[config.mk]
export PLATFORM = sky130hd
export DESIGN_NAME = paddle_ai
export DESIGN_NICKNAME = d
export VERILOG_FILES = /design/src/rtl/paddle_ai.sv
export SDC_FILE = /design/constraint.sdc
export NUM_CORES = 1
export LEC_CHECK = 0
export CAP_MARGIN = 30
export CORE_AREA = 2 2 122 124
export CTS_BUF_LIST = sky130_fd_sc_hd__clkbuf_4 sky130_fd_sc_hd__clkbuf_8
export DETAILED_ROUTE_END_ITERATION = 8
export DIE_AREA = 0 0 124 126
export DONT_BUFFER_PORTS = 1
export SYNTH_ARGS = -nofsm -noshare
export SYNTH_HDL_FRONTEND = slang
export SYNTH_SLANG_ARGS = --single-unit
[constraint.sdc]
create_clock -name clk -period 5.52 [get_ports clk]
set_input_delay 0.552 -clock clk [delete_from_list [all_inputs] [get_ports clk]]
set_output_delay 0.552 -clock clk [all_outputs]
set_load 0.02 [all_outputs]
[src/rtl/paddle_ai.sv]
// paddle_ai: rate-limited, delayed computer opponent driving the right paddle centre (p2_y).
// Optional aim error: define PADDLE_AI_MISS_EN to add an LFSR-driven offset to the TRACK target.
//
// state  | meaning
// IDLE   | AI disabled, paddle parked at CENTER
// CENTER | drift back to CENTER, wait for the ball to approach
// REACT  | ball approaching, hold still for REACT_TICKS ticks
// TRACK  | follow ball y with deadzone and step limit
module paddle_ai #(
    parameter int SCREEN_H    = 480,
    parameter int CENTER      = 240,
    parameter int HALF_BIG    = 40,
    parameter int HALF_SMALL  = 24,
    parameter int TICK_DIV    = 250000,
    parameter int REACT_TICKS = 8,
    parameter int DEADZONE    = 4,
    parameter int STEP_SLOW   = 2,
    parameter int STEP_FAST   = 3
) (
    input  logic        clk,
    input  logic        rst,
    input  logic        en,
    input  logic [10:0] bx,
    input  logic [10:0] by,
    input  logic        hit,
    input  logic        goal,
    input  logic        bat_size,
    input  logic        ball_speed,
    output logic [10:0] p_y,
    output logic [1:0]  ai_state,
    output logic        moving
);

    localparam int CW = (TICK_DIV > 1) ? $clog2(TICK_DIV) : 1;
    localparam int RW = (REACT_TICKS > 1) ? $clog2(REACT_TICKS) : 1;

    typedef enum logic [1:0] {
        ST_IDLE   = 2'd0,
        ST_CENTER = 2'd1,
        ST_REACT  = 2'd2,
        ST_TRACK  = 2'd3
    } state_t;

    state_t state, state_nx;

    logic [CW-1:0] tick_cnt;
    logic          tick;
    logic [10:0]   bx_prev;
    logic          dir_app;
    logic          app_now;
    logic [RW-1:0] react_cnt, react_nx;

    logic signed [11:0] cur, tgt, p_nx;
    logic signed [11:0] lo_lim, hi_lim, step_sz;
    logic signed [11:0] dz_d, dz_abs;

    function automatic logic signed [11:0] clamp12(input logic signed [12:0] v,
                                                  input logic signed [11:0] lo,
                                                  input logic signed [11:0] hi);
        logic signed [12:0] lo13;
        logic signed [12:0] hi13;
        lo13 = lo;
        hi13 = hi;
        if (v < lo13)      return lo;
        else if (v > hi13) return hi;
        else               return v[11:0];
    endfunction

    // Moves at most one step toward target; lands exactly on it when closer than a step.
    function automatic logic signed [11:0] step_toward(input logic signed [11:0] from,
                                                      input logic signed [11:0] to,
                                                      input logic signed [11:0] stp);
        logic signed [11:0] d;
        d = to - from;
        if (d >= 12'sd0) return (d < stp) ? to : from + stp;
        else             return (-d < stp) ? to : from - stp;
    endfunction

    assign tick = (tick_cnt == CW'(TICK_DIV - 1));

    always_ff @(posedge clk) begin
        if (rst)       tick_cnt <= '0;
        else if (tick) tick_cnt <= '0;
        else           tick_cnt <= tick_cnt + 1'b1;
    end

    // Equal x positions keep the previously seen direction.
    always_comb begin
        app_now = dir_app;
        if (bx > bx_prev)      app_now = 1'b1;
        else if (bx < bx_prev) app_now = 1'b0;
    end

    always_ff @(posedge clk) begin
        if (rst) begin
            bx_prev <= '0;
            dir_app <= 1'b0;
        end else if (tick) begin
            bx_prev <= bx;
            dir_app <= app_now;
        end
    end

    assign cur     = $signed({1'b0, p_y});
    assign lo_lim  = bat_size ? 12'(HALF_SMALL) : 12'(HALF_BIG);
    assign hi_lim  = 12'(SCREEN_H - 1) - lo_lim;
    assign step_sz = ball_speed ? 12'(STEP_FAST) : 12'(STEP_SLOW);

`ifdef PADDLE_AI_MISS_EN
    logic [15:0]        lfsr;
    logic signed [11:0] offset;
    logic               enter_track;

    assign enter_track = (state_nx == ST_TRACK) && (state != ST_TRACK);

    always_ff @(posedge clk) begin
        if (rst) begin
            lfsr   <= 16'hACE1;
            offset <= '0;
        end else begin
            lfsr <= {lfsr[14:0], lfsr[15] ^ lfsr[13] ^ lfsr[12] ^ lfsr[10]};
            if (enter_track)
                offset <= $signed({{6{lfsr[2]}}, lfsr[2:0], 3'b000});
        end
    end

    assign tgt = clamp12($signed({2'b00, by}) + $signed({offset[11], offset}), lo_lim, hi_lim);
`else
    assign tgt = $signed({1'b0, by});
`endif

    assign dz_d   = tgt - cur;
    assign dz_abs = dz_d[11] ? -dz_d : dz_d;

    always_comb begin
        state_nx = state;
        p_nx     = cur;
        react_nx = react_cnt;
        if (!en) begin
            state_nx = ST_IDLE;
            p_nx     = 12'(CENTER);
            react_nx = '0;
        end else if (state == ST_IDLE) begin
            state_nx = ST_CENTER;
            p_nx     = 12'(CENTER);
        end else begin
            // hit/goal outrank a coincident tick: recentre with no step this cycle
            if (hit || goal) begin
                state_nx = ST_CENTER;
            end else if (tick) begin
                case (state)
                    ST_CENTER: begin
                        p_nx = step_toward(cur, 12'(CENTER), step_sz);
                        if (app_now) begin
                            state_nx = ST_REACT;
                            react_nx = '0;
                        end
                    end
                    ST_REACT: begin
                        if (!app_now)
                            state_nx = ST_CENTER;
                        else if (react_cnt == RW'(REACT_TICKS - 1))
                            state_nx = ST_TRACK;
                        else
                            react_nx = react_cnt + 1'b1;
                    end
                    ST_TRACK: begin
                        if (dz_abs > 12'(DEADZONE))
                            p_nx = step_toward(cur, tgt, step_sz);
                        if (!app_now)
                            state_nx = ST_CENTER;
                    end
                    default: ;
                endcase
            end
            // also pulls p_y back in range when bat_size grows between ticks
            p_nx = clamp12({p_nx[11], p_nx}, lo_lim, hi_lim);
        end
    end

    always_ff @(posedge clk) begin
        if (rst) begin
            state     <= ST_IDLE;
            p_y       <= 11'(CENTER);
            moving    <= 1'b0;
            react_cnt <= '0;
        end else begin
            state     <= state_nx;
            p_y       <= p_nx[10:0];
            moving    <= (p_nx[10:0] != p_y);
            react_cnt <= react_nx;
        end
    end

    assign ai_state = state;

endmodule

# Yosys cells after proc, flatten, opt, wreduce, memory -nomap -nowiden
# Index checks and enable logic that the tools add are counted.
[word_totals] reg_bits=47 latchBits=0 ramBits=0 romBits=0 inputBits=29 output_inout_bits=14 wordCells=90 mem_count=0
[op_classes] add_sub_neg=9 mul=0 div=0 order_cmp=11 n_eq_ne=14 n_shift=0 mux=33 bitwise_logic=3 reduce_logical=12
[ops] op="12-bit two-way mux" count=12
[ops] op="12-bit by 3-bit < comparator with 1-bit output" count=4
[ops] op="11-bit two-way mux" count=4
[ops] op="12-bit by 1-bit greater-or-equal comparator with 1-bit output (second input constant)" count=2
[ops] op="12-bit negation" count=2
[ops] op="12-bit one-hot mux with 2 select lines" count=1
[ops] op="18-bit by 1-bit adder with 18-bit output (second input constant)" count=1
[ops] op="18-bit == test (second input constant)" count=1
[ops] op="11-bit by 2-bit adder with 12-bit output" count=1
[ops] op="12-bit by 10-bit > comparator with 1-bit output" count=1
[ops] op="12-bit by 4-bit > comparator with 1-bit output (second input constant)" count=1
[ops] op="12-bit by 7-bit < comparator with 1-bit output" count=1
[ops] op="11-bit by 11-bit subtractor with 12-bit output" count=1
[ops] op="11-bit by 2-bit subtractor with 12-bit output" count=1
[ops] op="8-bit by 11-bit subtractor with 12-bit output (first input constant)" count=1
[ops] op="11-bit > comparator" count=1
[ops] op="11-bit < comparator" count=1
[ops] op="11-bit != test" count=1
[ops] op="5-bit AND reduction" count=2
[ops] op="9-bit by 6-bit subtractor with 10-bit output (first input constant)" count=1
[ops] op="3-bit two-way mux" count=3
[ops] op="2-bit two-way mux" count=4
[ops] op="2-bit != test (second input constant)" count=4
[ops] op="4-bit != test (second input constant)" count=2
[ops] op="other kinds (19)" count=29

# Logic depth before layout (Yosys ltp)
# Gate-level depths: netlist (run 1).
[depth] depth_word=17 depth_mapped=30

# Least setup slack after synthesis (run 1)
# OpenSTA, ideal clock, no wires.
[synth_timing] kind="reg-to-reg" startpoint="register p_y[3]" endpoint="register moving" setup_time_ns=0.138 t_arrival_ns=6.141 required_time_ns=5.382 slack_ns=-0.759 path_stages_with_launch=28 n_path_buf=3 cell_sequence="dfxtp_1 -> buf_2 -> clkbuf_1 -> clkinv_1 -> ha_1 -> o21ai_0 -> o211ai_1 -> a31oi_2 -> xnor2_1 -> a2bb2oi_1 -> nor3_1 -> ha_1 -> a41o_1 -> buf_2 -> a221o_1 -> nand2_1 -> o21ai_0 -> a31oi_1 -> ha_1 -> nand3b_1 -> or3_1 -> o211ai_1 -> nand3_1 -> o21a_2 -> a21o_1 -> a221o_1 -> a211oi_2 -> a41oi_1"
[synth_between] elab_chain_len=17
[synth_lines] item="start, declared" line_no="29" source="output logic [10:0] p_y,"
[synth_lines] item="start signal, assigned" line_no="184" source="p_y <= 11'(CENTER);"
[synth_lines] item="start signal, assigned" line_no="189" source="p_y <= p_nx[10:0];"
[synth_lines] item="11-bit by 11-bit subtractor with 12-bit output" line_no="74, 132"
[synth_lines] item="12-bit negation" line_no="76, 133"
[synth_lines] item="12-bit by 3-bit < comparator with 1-bit output" line_no="76" source="else return (-d < stp) ? to : from - stp;"
[synth_lines] item="12-bit two-way mux" line_no="76"
[synth_lines] item="12-bit two-way mux" line_no="75" source="if (d >= 12'sd0) return (d < stp) ? to : from + stp;"
[synth_lines] item="12-bit two-way mux" line_no="168" source="if (dz_abs > 12'(DEADZONE))"
[synth_lines] item="12-bit one-hot mux with 2 select lines" line_no="151" source="case (state)"
[synth_lines] item="12-bit two-way mux" line_no="150" source="end else if (tick) begin"
[synth_lines] item="12-bit two-way mux" line_no="148" source="if (hit || goal) begin"
[synth_lines] item="12-bit two-way mux" line_no="143" source="end else if (state == ST_IDLE) begin"
[synth_lines] item="12-bit two-way mux" line_no="139" source="if (!en) begin"
[synth_lines] item="12-bit by 10-bit > comparator with 1-bit output" line_no="65" source="else if (v > hi13) return hi;"
[synth_lines] item="11-bit two-way mux" line_no="65"
[synth_lines] item="11-bit two-way mux" line_no="64" source="if (v < lo13) return lo;"
[synth_lines] item="11-bit two-way mux" line_no="143"
[synth_lines] item="11-bit two-way mux" line_no="139"
[synth_lines] item="11-bit != test (*)" line_no="190" source="moving <= (p_nx[10:0] != p_y);"
[synth_lines] item="end signal, assigned" line_no="190"
[synth_lines] item="end, declared" line_no="31" source="output logic moving"
# Mark *: on every way between the ends. The rest lies on a longest branch, timed or not. The select of a mux whose other input is x is not followed.
# A chain may end at the register's enable or synchronous reset.

# Final worst setup path (run 1)
[layout_timing] startpoint="register p_y[0]" endpoint="register moving"
# Same word-level chain as after synthesis.

==> metrics.sh, run 1 <==
YOSYSSEQAREASHARE=0.168
MIN_PERIOD_OVER_PERIOD=1.00
DETAILED_PLACE.AREA_SQ_MM=0.00676
PEAKVDDDROP_mV=0.104
YOSYS_TOP_CELL_BY_AREA='dfxtp_1'
POSTCTSHOLDBUFS=0
FINAL_MAX_SLEW_VIOL_COUNT=0
RELSLEWSLACK=0.330
HOLDWS_NS=0.273
DIEHEIGHT_MICRONS=126
TIMING_HOLD_VIOLATIONS_FINAL=0
GPL.FINAL_WEIGHTED_CONGESTION=0.951
MAXCAP_VIOLATIONS=0
POSTSYNTHCELLCOUNT=777
COMMONEST_NON_FILL_NON_TAP_CELL_IN_THE_LAYOUT='buf_4'
OUTCOME='finished with violations'
POST_SYNTH_NUM_CELL_TYPES=94
GRT_ANTENNA_BEFORE_REPAIR=0
POWER.INTERNAL_mW=0.643
ASYNC_FLOP_SHARE=0
ROUTE.DETAILED.VIAS_PER_INST=5.93
SYNTH_TOP_AREA_SHARE=0.168
GRT_MAX_DEGREE=22
REMAINING_DRC_ERRORS=0
TOTAL_CLOCK_BUFFERS_CREATED_BY_CTS=5
DETAIL_ROUTE.FIRST_PASS.ITERATIONS=5
DRIVE_GT1_FRAC=0.264
CRIT_ARRIVAL_NS=5.75
SEQPWRFRAC=0.341
FP.DIEAREA_SQ_MM=0.0156
SETUP_TOTAL_NEGATIVE_SLACK_NS=-0.0207
TIMING.FINAL.SETUP_VIOLATIONS=1
BUFFER_PORTS.INSERTED=0
CELLPOWERDENSITY_mW_PER_MM2=142
AREA.GROWTH.SYNTH_TO_FINAL_PCT=29.0
N_FILL_CELL=1411
SETUP.WORST_PATH.END_CLASS='flip-flop'
MOSTFREQUENTLAYOUTCELLS='buf_4, nand2_1, nor2_1'
TOTAL_POWER_mW=1.02
SYNTH.AVG_CELL_AREA_SQ_UM=7.20
YS_TOP_CELLS_BY_AREA='dfxtp_1, ha_1, xnor2_1'
START_UTIL=0.391
SYNTHESIS.YOSYS.WARNINGS=0
DRT_WL_TOTAL_MICRONS=21100
POSTSYNTHREGISTERBITS=47
CLKTRANSATPATHREGS_NS=0.10
FIN_UTIL=0.505
INSERTION_DELAY_NS=0.33
MAX-CLOCK-PATH-BUFFERS=2
ACHIEVABLE-FREQUENCY_MHz=180
PWR-SHARE-COMB=0.426
GROUTE.USAGE.OVERALL=0.273
DP.FINAL_HPWL_MICRONS=16700
TRITONCTS='built'
ANTENNADIODECOUNT=0
SYNTH_EDF_COUNT=0
NETLIST_AREA_SQ_MM=0.00560
POSTLAYOUTCELLAREA_SQ_MM=0.00722
HOLDCRITPATHCLASS='in -> reg'
P_SW_mW=0.380
PART_OF_THE_POWER_IN_THE_CLOCK_NETWORK=0.233
GRT_PASS1_WL_MICRONS=33200
CHIPWIDTH_MICRONS=124
GLOBAL_ROUTE.OVERFLOW_TOTAL=0
WL_PER_CELL_MICRONS=19.7
ANTENNA_VIOLATING_NETS_POST_ROUTE=0
NUM_ROWS=44
IO-PIN-COUNT=43
FINAL.MIN_CLOCK_PERIOD_NS=5.54
STARTING_DRT_DRC_COUNT=606
FIN_SKEW_NS=0.0132
FIRST_GLOBAL_VIAS=6220
WORST_MARGIN_PIN_SLEW_NS=0.992
CRITICAL_PATH.MAX_FANOUT=4
CRIT_TYPE='reg -> reg'
CTS-ROOT-BUF='clkbuf_8'
VIOLATIONS='setup timing'
DESIGN.FINAL.NETS=952
CORE-AREA_SQ_MM=0.0143
SYNTHFLOPTYPE='dfxtp_1'
START_KIND='flip-flop'
POWER_LEAKAGE_nW=2.77
HTREEDEPTH=2
CP.REQUIRED_NS=5.73
GRT_SETUP_UNREPAIRED='yes'
ROUTED_VIAS=6350
FINAL.SETUP.WORST_SLACK_NS=-0.0207
POWER_SWITCHING_SHARE=0.372
CLOCK_SINK_COUNT=47
## worst max-delay path, cell delays in order (launching register included)
cell and delay (ns):
dfxtp_2 0.36, ha_4 0.13, inv_2 0.03, fa_2 0.36, a211oi_4 0.23, buf_4 0.16, o211ai_1 0.09, a31oi_2 0.32
xnor2_2 0.19, a2bb2oi_2 0.23, nor3_4 0.06, ha_4 0.16, a41o_4 0.26, a221o_1 0.35, nand2_1 0.09, o21ai_2 0.06
a31oi_2 0.19, ha_1 0.27, nand3b_1 0.20, or3_1 0.36, o211ai_1 0.09, nand3_1 0.15, o211ai_1 0.27, mux2_4 0.36
xnor2_2 0.13, o211ai_1 0.16, a41oi_1 0.12
## power groups by stage
| stage | Combinational, mW | Clock (mW) | Sequential, mW |
|---|---|---|---|
| finish | 0.436 | 0.238 | 0.349 |
| global route | 0.471 | 0.260 | 0.350 |
| CTS | 0.407 | 0.247 | 0.349 |
| detailed placement | 0.390 | 0 | 0.357 |
| global placement | 0.385 | 0 | 0.357 |
| floorplan | 0.253 | 0 | 0.358 |
## cells by family after synthesis
family | synth area share
AND/OR/NAND/NOR | 0.300
AO/OA/AOI/OAI | 0.283
buffers and inverters | 0.0525
XOR/XNOR | 0.0854
flip-flops | 0.168
adder cells (fa/ha/maj) | 0.0863
multiplexers | 0.0250
other | 0.000670
## per-layer routing
metal / share of wire / vias up / track usage
met5: 0 / - / 0
met4: 0.028 / 0 / 0.0866
met3: 0.075 / 45 / 0.0598
met2: 0.47 / 222 / 0.441
met1: 0.43 / 3015 / 0.361
li1: - / 3068 / -
## repair_timing
item | CTS | global route
pin swaps | 14 | 24
setup endpoints to repair | 2 | 6
gates resized for setup | 17 | 35
buffers inserted | 5 | 9
## synthesized netlist by cell type (all sizes together) (5+ instances only)
cell    number
a21oi       57
a211oi      10
o21a         7
a31oi       13
ha          37
buf          9
nand3       28
nand4        9
dfxtp       47
clkinv       5
o211ai      15
xor2        11
nor2b        7
a221o        6
a21o        13
xnor2       41
nand2b      12
nor2        78
o31ai        6
o21ai       39
nand3b       5
nand2       86
o22ai        5
inv         37
clkbuf      25
or3         16
nor4         8
and3        14
and2        11
mux2i        9
nor3        29
or2          7
## state kept, by name, summed over array words and instances (netlist names)
signal     count
moving         1
ai_state       2
p_y           11
react_cnt      3
dir_app        1
bx_prev       11
tick_cnt      18
## final timing paths
| check | start | cells after the start | slack, ns | endpoint |
|---|---|---|---|---|
| worst min-delay path | rst | 1 | 0.27 | bx_prev[6] |
| worst max-delay path | p_y[0] | 26 | -0.02 | moving |
| worst min register to register | dir_app | 2 | 0.45 | dir_app |
| worst max register to register | p_y[0] | 26 | -0.02 | moving |
## final cells by class
type	count	area [sq um]	share of cell area
clock buffer	6	82.6	0.0114
clock inverter	2	16.3	0.00225
inverter	42	176	0.0244
multi-input combinational	655	4730	0.655
sequential	47	950	0.131
tap	184	230	0.0319
timing repair buffer	134	1030	0.143
## metrics by stage
step                      instances  setup WS [ns]
after floorplan                 778        -0.0598
after global placement         1048         -0.237
after detailed placement       1048         -0.314
after CTS                      1061       -0.00465
after global routing           1070         -0.279
final                          1070        -0.0207
Power figures use the tool's default switching activity.
==> inputs of run 2 (changes only) <==
==> constraint.sdc (replaced) <==
create_clock -name clk -period 6.4 [get_ports clk]
set_input_delay 0.64 -clock clk [delete_from_list [all_inputs] [get_ports clk]]
set_output_delay 0.64 -clock clk [all_outputs]
set_load 0.02 [all_outputs]
==> metrics.sh, run 2 (synthesis results as in run 1) <==
NUM_ROWS=44  # unchanged
REG.LARGEST.LIST='tick_cnt (18), bx_prev (11), p_y (11)'  # unchanged
TIMING.CRITICAL_PATH.BUF_INV=2  # unchanged
HOLDCRITPATHCLASS='in -> reg'  # unchanged
FINAL.MIN_CLOCK_PERIOD_NS=6.09  # was 5.54 ns
CRITICAL-PATH-SLOWEST-CELL='fa_1'  # was dfxtp_2
SETUP_TOTAL_NEGATIVE_SLACK_NS=0  # was -0.0207 ns
HTREEDEPTH=2  # unchanged
TIMING.FINAL.SETUP_VIOLATIONS=0  # was 1
PEAKVDDDROP_mV=0.104  # about the same
ACHIEVABLE-FREQUENCY_MHz=164  # was 180 MHz
WORST_MARGIN_PIN_SLEW_NS=0.843  # was 0.992 ns
TOTAL_CLOCK_BUFFERS_CREATED_BY_CTS=5  # unchanged
CRIT_TYPE='reg -> reg'  # unchanged
SETUP.REG_TO_REG.WORST_SLACK_NS=0.31  # was -0.02 ns
MIN_PERIOD_OVER_PERIOD=0.951  # was 1.00
GRT_SETUP_UNREPAIRED='no'  # was yes
TRITONCTS='built'  # unchanged
CHIPWIDTH_MICRONS=124  # unchanged
LARGEST-REGISTER='tick_cnt'  # unchanged
HOLDWS_NS=0.379  # was 0.273 ns
CTS-ROOT-BUF='clkbuf_8'  # unchanged
WL_PER_CELL_MICRONS=18.8  # was 19.7 microns
FIRST_GLOBAL_VIAS=5516  # was 6220
OUTCOME='completed'  # was finished with violations
ROUTED_VIAS=5969  # was 6350
ANTENNADIODECOUNT=0  # unchanged
GRT_MAX_DEGREE=22  # unchanged
GRT_PASS1_WL_MICRONS=29300  # was 33200 microns
RELSLEWSLACK=0.437  # was 0.330
TIMING.CRITICAL_PATH.MAX_DELAY_FAMILY='compound AO/OA/AOI/OAI gates'  # unchanged
DIEHEIGHT_MICRONS=126  # unchanged
ANTENNA_VIOLATING_NETS_POST_ROUTE=0  # unchanged
DETAIL_ROUTE.FIRST_PASS.ITERATIONS=5  # unchanged
CRITICAL_PATH.MAX_FANOUT=5  # was 4
FIN_SKEW_NS=0.0129  # was 0.0132 ns
TOTAL_POWER_mW=0.827  # was 1.02 mW
CORE-AREA_SQ_MM=0.0143  # unchanged
MOSTFREQUENTLAYOUTCELLS='nand2_1, nor2_1, a21oi_1'  # was buf_4, nand2_1, nor2_1
GLOBAL_ROUTE.OVERFLOW_TOTAL=0  # unchanged
DRIVE_GT1_FRAC=0.118  # was 0.264
POWER_LEAKAGE_nW=2.28  # was 2.77 nW
AREA.GROWTH.SYNTH_TO_FINAL_PCT=10.4  # was 29.0%
CP.REQUIRED_NS=6.59  # was 5.73 ns
FINAL_MAX_SLEW_VIOL_COUNT=0  # unchanged
TIMING_HOLD_VIOLATIONS_FINAL=0  # unchanged
CRIT_ARRIVAL_NS=6.28  # was 5.75 ns
DP.FINAL_HPWL_MICRONS=14600  # was 16700 microns
MAX-CLOCK-PATH-BUFFERS=2  # unchanged
ROUTE.DETAILED.VIAS_PER_INST=6.08  # was 5.93
GROUTE.USAGE.OVERALL=0.236  # was 0.273
FP.DIEAREA_SQ_MM=0.0156  # unchanged
IO-PIN-COUNT=43  # unchanged
CLKTRANSATPATHREGS_NS=0.10  # about the same
CELLPOWERDENSITY_mW_PER_MM2=134  # was 142 mW/mm^2
CLOCK_SINK_COUNT=47  # unchanged
GRT_ANTENNA_BEFORE_REPAIR=0  # unchanged
START_KIND='flip-flop'  # unchanged
START_UTIL=0.391  # unchanged
POSTCTSHOLDBUFS=0  # unchanged
INSERTION_DELAY_NS=0.31  # was 0.33 ns
LARGEST_REGISTER_FFS=18  # unchanged
BUFFER_PORTS.INSERTED=0  # unchanged
GPL.FINAL_WEIGHTED_CONGESTION=0.996  # was 0.951
DESIGN.FINAL.NETS=864  # was 952
DRT_WL_TOTAL_MICRONS=18400  # was 21100 microns
STARTING_DRT_DRC_COUNT=523  # was 606
REMAINING_DRC_ERRORS=0  # unchanged
COMMONEST_NON_FILL_NON_TAP_CELL_IN_THE_LAYOUT='nand2_1'  # was buf_4
CRITICAL_PATH.MAX_STAGE_DELAY_NS=0.47  # was 0.36 ns
MAXCAP_VIOLATIONS=0  # unchanged
SETUP.WORST_PATH.END_CLASS='flip-flop'  # unchanged
TIMING.CRITICAL_PATH.MODE_CELL='o211ai_1'  # unchanged
[run 2: cell count changes in the layout (fill, tap and decap cells not counted), moves of 5 or more]
cell | before | now
buf_4 | 129 | 46
dfxtp_1 | 40 | 47
dfxtp_2 | 7 | 0
ha_1 | 28 | 37
ha_4 | 9 | 0
inv_1 | 31 | 36
o21ai_0 | 26 | 32
o21ai_1 | 9 | 4
[run 2: worst paths after layout]
| path | from | to | cells after the start |
|---|---|---|---|
| worst min register to register | bx_prev[6] | bx_prev[6] | 2 |
| worst min-delay path | rst | bx_prev[9] | 1 |
| worst max register to register | p_y[0] | moving | 25 |
| worst max-delay path | p_y[0] | moving | 25 |
[run 2: layer usage]
metal | vias to the layer above | wire length (microns) | share of wire | global-route usage
li1 | 2888 | - | - | -
met1 | 2824 | 8270 | 0.45 | 0.320
met2 | 213 | 8270 | 0.45 | 0.372
met3 | 44 | 1360 | 0.074 | 0.0512
met4 | 0 | 517 | 0.028 | 0.0714
met5 | - | 0 | 0 | 0
[run 2: timing repair]
item | CTS | global route
resized for setup | 0 | 4
buffers inserted | 0 | 1
endpoints found under the setup margin | 0 | 1
[run 2: area by class of cell]
class / instances / area (sq um)
clock inverter: 3 / 47.5
tap: 184 / 230
clock buffer: 5 / 68.8
fill: 1519 / 8130
multi-input combinational: 655 / 4390
sequential: 47 / 941
timing repair buffer: 46 / 345
inverter: 42 / 158
[run 2: where the power goes]
group / switching, mW / internal [mW]
Clock: 0.112 / 0.119
Sequential: 0.00578 / 0.296
Combinational: 0.178 / 0.116
[run 2: per-stage QoR]
| stage | worst slack, ns | cell area [sq um] | instances | util |
|---|---|---|---|---|
| finish | 0.312 | 6180 | 982 | 0.432 |
| global placement | 0.220 | 6030 | 973 | 0.422 |
| floorplan | 0.121 | 5600 | 778 | - |
| global route | 0.00523 | 6180 | 982 | 0.432 |
| detailed placement | 0.124 | 6030 | 973 | 0.422 |
| CTS | 0.404 | 6150 | 981 | 0.430 |
==> inputs of run 3 (changes only) <==
--- a/config.mk
+++ b/config.mk
@@ -5,11 +5,12 @@
 export SDC_FILE = /design/constraint.sdc
 export NUM_CORES = 1
 export LEC_CHECK = 0
+export ABC_AREA = 1
 export CAP_MARGIN = 30
-export CORE_AREA = 2 2 122 124
+export CORE_AREA = 2 2 118 120
 export CTS_BUF_LIST = sky130_fd_sc_hd__clkbuf_4 sky130_fd_sc_hd__clkbuf_8
 export DETAILED_ROUTE_END_ITERATION = 8
-export DIE_AREA = 0 0 124 126
+export DIE_AREA = 0 0 120 122
 export DONT_BUFFER_PORTS = 1
 export SYNTH_ARGS = -nofsm -noshare
 export SYNTH_HDL_FRONTEND = slang
==> metrics.sh, run 3 <==
DP.FINAL_HPWL_MICRONS=12300  # was 14600 microns
WIRELENGTH_MET1_MICRONS=6870  # was 8270 microns
SYNTH_COMPOUND_GATE_AREA_SHARE=0.138  # was 0.283
REMAINING_DRC_ERRORS=0  # unchanged
MAXCAP_VIOLATIONS=0  # unchanged
MET3ROUTEDLENGTH_MICRONS=1100  # was 1360 microns
TIMING.FINAL.SETUP_VIOLATIONS=0  # unchanged
CRIT_TYPE='reg -> reg'  # unchanged
PEAKVDDDROP_mV=0.0911  # was 0.104 mV
FINAL.MIN_CLOCK_PERIOD_NS=5.58  # was 6.09 ns
ROUTED_VIAS=5683  # was 5969
WORSTREG2REGSTART='p_y[3]'  # was p_y[0]
CORE-AREA_SQ_MM=0.0135  # was 0.0143 sq mm
GRT_PASS1_WL_MICRONS=25600  # was 29300 microns
TIMING.HOLD.WORST_ENDPOINT='p_y[3]'  # was bx_prev[9]
CRITICAL_PATH.MAX_STAGE_DELAY_NS=0.48  # was 0.47 ns
PART_OF_THE_POWER_IN_THE_CLOCK_NETWORK=0.267  # was 0.279
REG.LARGEST.LIST='tick_cnt (18), bx_prev (11), p_y (11)'  # unchanged
LARGEST-REGISTER='tick_cnt'  # unchanged
MOSTFREQUENTLAYOUTCELLS='nand2_1, inv_1, nand3_1'  # was nand2_1, nor2_1, a21oi_1
CP.REQUIRED_NS=6.61  # was 6.59 ns
FF2FF_PATH_DEPTH=40  # was 25
CELLPOWERDENSITY_mW_PER_MM2=128  # was 134 mW/mm^2
POSTCTSHOLDBUFS=0  # unchanged
GPL.FINAL_WEIGHTED_CONGESTION=0.984  # was 0.996
ANTENNADIODECOUNT=0  # unchanged
DESIGN.FINAL.NETS=970  # was 864
FINAL_MAX_SLEW_VIOL_COUNT=0  # unchanged
DETAIL_ROUTE.FIRST_PASS.ITERATIONS=5  # unchanged
INSERTION_DELAY_NS=0.31  # about the same
ACHIEVABLE-FREQUENCY_MHz=179  # was 164 MHz
HOLD_DEPTH=1  # unchanged
NETLIST_TOP_CELLS_COUNT='nand2_1, inv_1, nand3_1'  # was nand2_1, nor2_1, a21oi_1
LARGEST_FAMILY_OF_LOGIC_CELLS_BY_SYNTHESIZED_AREA='simple AND/OR/NAND/NOR gates'  # unchanged
LARGEST_REGISTER_FFS=18  # unchanged
TIMING_HOLD_VIOLATIONS_FINAL=0  # unchanged
STARTING_DRT_DRC_COUNT=397  # was 523
HTREEDEPTH=2  # unchanged
DP_CELLS=1076  # was 973
SEQPWRFRAC=0.415  # was 0.365
START_KIND='flip-flop'  # unchanged
AREA.GROWTH.SYNTH_TO_FINAL_PCT=6.53  # was 10.4%
POST_SYNTH_NUM_CELL_TYPES=49  # was 94
SETUP_TOTAL_NEGATIVE_SLACK_NS=0  # unchanged
BUFFER_PORTS.INSERTED=0  # unchanged
DIEHEIGHT_MICRONS=122  # was 126 microns
SETUP.REG_TO_REG.WORST_SLACK_NS=0.82  # was 0.31 ns
FP.DIEAREA_SQ_MM=0.0146  # was 0.0156 sq mm
POSTCTSRESIZEDCELLS=0  # unchanged
IO-PIN-COUNT=43  # unchanged
PWR-SHARE-COMB=0.318  # was 0.356
GRT_MAX_DEGREE=25  # was 22
LEADING_CELL_TYPE_BY_NUMBER_OF_INSTANCES_AFTER_SYNTHESIS='nand2_1'  # unchanged
HOLDCRITPATHCLASS='in -> reg'  # unchanged
POWER_SWITCHING_SHARE=0.375  # was 0.358
ROUTE.DETAILED.VIAS_PER_INST=5.24  # was 6.08
WORST_MARGIN_PIN_SLEW_NS=0.776  # was 0.843 ns
GLOBAL_ROUTE.OVERFLOW_TOTAL=0  # unchanged
SYNTH-SIMPLE-AREA-SHARE=0.443  # was 0.300
SYNTHFLOPTYPE='dfxtp_1'  # unchanged
P_SW_mW=0.271  # was 0.296 mW
CRITICAL-PATH-SLOWEST-CELL='ha_1'  # was fa_1
YOSYSSEQAREASHARE=0.178  # was 0.168
YOSYS.AREA_SHARE.XOR_XNOR=0.0464  # was 0.0854
RR_ENDPOINT='moving'  # unchanged
CRIT_ARRIVAL_NS=5.79  # was 6.28 ns
SETUP.WORST_PATH.END_CLASS='flip-flop'  # unchanged
DP_WORST_SETUP_SLACK_NS=0.684  # was 0.124 ns
TIMING.CRITICAL_PATH.MODE_CELL='nand2_1'  # was o211ai_1
WL_PER_CELL_MICRONS=14.0  # was 18.8 microns
POWER.INTERNAL_mW=0.452  # was 0.531 mW
FIN_SKEW_NS=0.0125  # was 0.0129 ns
SYNTH_ADDER_AREA_SHARE=0.0914  # was 0.0863
TOP_LAYER='met4'  # unchanged
YOSYS_TOP_CELL_BY_AREA='nand2_1'  # was dfxtp_1
MAX-CLOCK-PATH-BUFFERS=2  # unchanged
TOTAL_CLOCK_BUFFERS_CREATED_BY_CTS=5  # unchanged
POSTCTSSETUPREPAIRBUFS=0  # unchanged
CLKTRANSATPATHREGS_NS=0.09  # was 0.10 ns
TRITONCTS='built'  # unchanged
SYNTHESIS.YOSYS.WARNINGS=0  # unchanged
GRT_ANTENNA_BEFORE_REPAIR=0  # unchanged
RELSLEWSLACK=0.480  # was 0.437
GRT_SETUP_UNREPAIRED='no'  # unchanged
FINAL.SETUP.WORST_SLACK_NS=0.820  # was 0.312 ns
OUTCOME='completed'  # unchanged
SYNTH_TOP_AREA_SHARE=0.185  # was 0.168
CLOCK_SINK_COUNT=47  # unchanged
NETLIST_AREA_SQ_MM=0.00529  # was 0.00560 sq mm
START_UTIL=0.391  # about the same
POWER_LEAKAGE_nW=2.68  # was 2.28 nW
YS_TOP_CELLS_BY_AREA='nand2_1, dfxtp_1, ha_1'  # was dfxtp_1, ha_1, xnor2_1
CRITICAL_PATH.MAX_FANOUT=13  # was 5
POSTSYNTHREGISTERBITS=47  # unchanged
HOLD_START='rst'  # unchanged
FIRST_GLOBAL_VIAS=5444  # was 5516
POSTSYNTHCELLCOUNT=897  # was 777
NUM_ROWS=43  # was 44
COMMONEST_NON_FILL_NON_TAP_CELL_IN_THE_LAYOUT='nand2_1'  # unchanged
ASYNC_FLOP_SHARE=0  # unchanged
ANTENNA_VIOLATING_NETS_POST_ROUTE=0  # unchanged
SYNTHMUXAREASHARE=0  # was 0.0250
FIN_CELLS=1084  # was 982
GROUTE.USAGE.OVERALL=0.213  # was 0.236
MIN_PERIOD_OVER_PERIOD=0.872  # was 0.951
DRT_WL_TOTAL_MICRONS=15200  # was 18400 microns
SYNTH.AVG_CELL_AREA_SQ_UM=5.89  # was 7.20 sq um
SYNTH_EDF_COUNT=0  # unchanged
N_FILL_CELL=1493  # was 1519
DRIVE_GT1_FRAC=0.0808  # was 0.118
MET2ROUTEDLENGTH_MICRONS=6870  # was 8270 microns
CHIPWIDTH_MICRONS=120  # was 124 microns
CTS-ROOT-BUF='clkbuf_8'  # unchanged
-- run 3: cell count changes in the layout (fill, tap and decap cells not counted), sizes merged, moves of 12 or more --
cell / before / now
and3: 14 / 0
buf: 46 / 14
inv: 38 / 121
nand2: 86 / 274
nand2b: 12 / 0
nand3: 28 / 94
nor2: 78 / 98
nor3: 29 / 15
or3: 16 / 0
xnor2: 41 / 3
xor2: 11 / 25
-- run 3: layout make-up --
type / count / area, sq um / area share
Clock buffer: 5 / 68.8 / 0.0122
Clock inverter: 3 / 26.3 / 0.00467
Sequential cell: 47 / 941 / 0.167
Tap cell: 180 / 225 / 0.0400
Multi-Input combinational cell: 713 / 3810 / 0.676
Inverter: 122 / 458 / 0.0813
Timing Repair Buffer: 14 / 105 / 0.0187
-- run 3: per-stage QoR --
stage                     hold WS (ns)  power, mW   util  instance area (sq um)
final                            0.394      0.723  0.417                   5630
after global routing             0.372      0.773  0.417                   5630
after CTS                        0.383      0.729  0.417                   5630
after detailed placement         0.436      0.533  0.410                   5540
after global placement           0.430      0.535  0.410                   5540
after floorplan                  0.418      0.487      -                   5290
-- run 3: kinds of logic after synthesis --
logic type	after synthesis
flip-flops	47
adder cells (fa/ha/maj)	38
other	1
AO/OA/AOI/OAI	128
AND/OR/NAND/NOR	517
buffers and inverters	138
XOR/XNOR	28
-- run 3: routing by layer --
metal | GRT usage | vias up
met4 | 0.0654 | 0
met3 | 0.0421 | 35
met5 | 0 | -
met1 | 0.273 | 2513
li1 | - | 2949
met2 | 0.362 | 186
-- run 3: critical path, delay by kind of cell, from the launching register on --
family / cells / cell delay [ns]
buf+inv: 6 / 0.61
compound gates: 5 / 0.70
flops: 1 / 0.34
fa+ha+maj: 3 / 1.13
simple gates: 26 / 2.69
-- run 3: worst max-delay path by stage --
stage	start	to	slack [ns]	depth (start not counted)
3_5_place_dp	by[0]	moving	0.68	44
5_1_grt	p_y[3]	moving	0.13	42
6_report	p_y[3]	moving	0.82	40
2_1_floorplan	by[0]	moving	1.26	46
4_1_cts	p_y[3]	moving	0.81	42
3_3_place_gp	by[0]	moving	0.76	39
-- run 3: power groups by stage --
stage | Combinational, mW | Clock (mW) | Sequential [mW]
2_1_floorplan | 0.178 | 0 | 0.309
3_3_place_gp | 0.228 | 0 | 0.307
3_5_place_dp | 0.227 | 0 | 0.307
4_1_cts | 0.227 | 0.202 | 0.300
5_1_grt | 0.261 | 0.212 | 0.301
6_report | 0.230 | 0.193 | 0.300
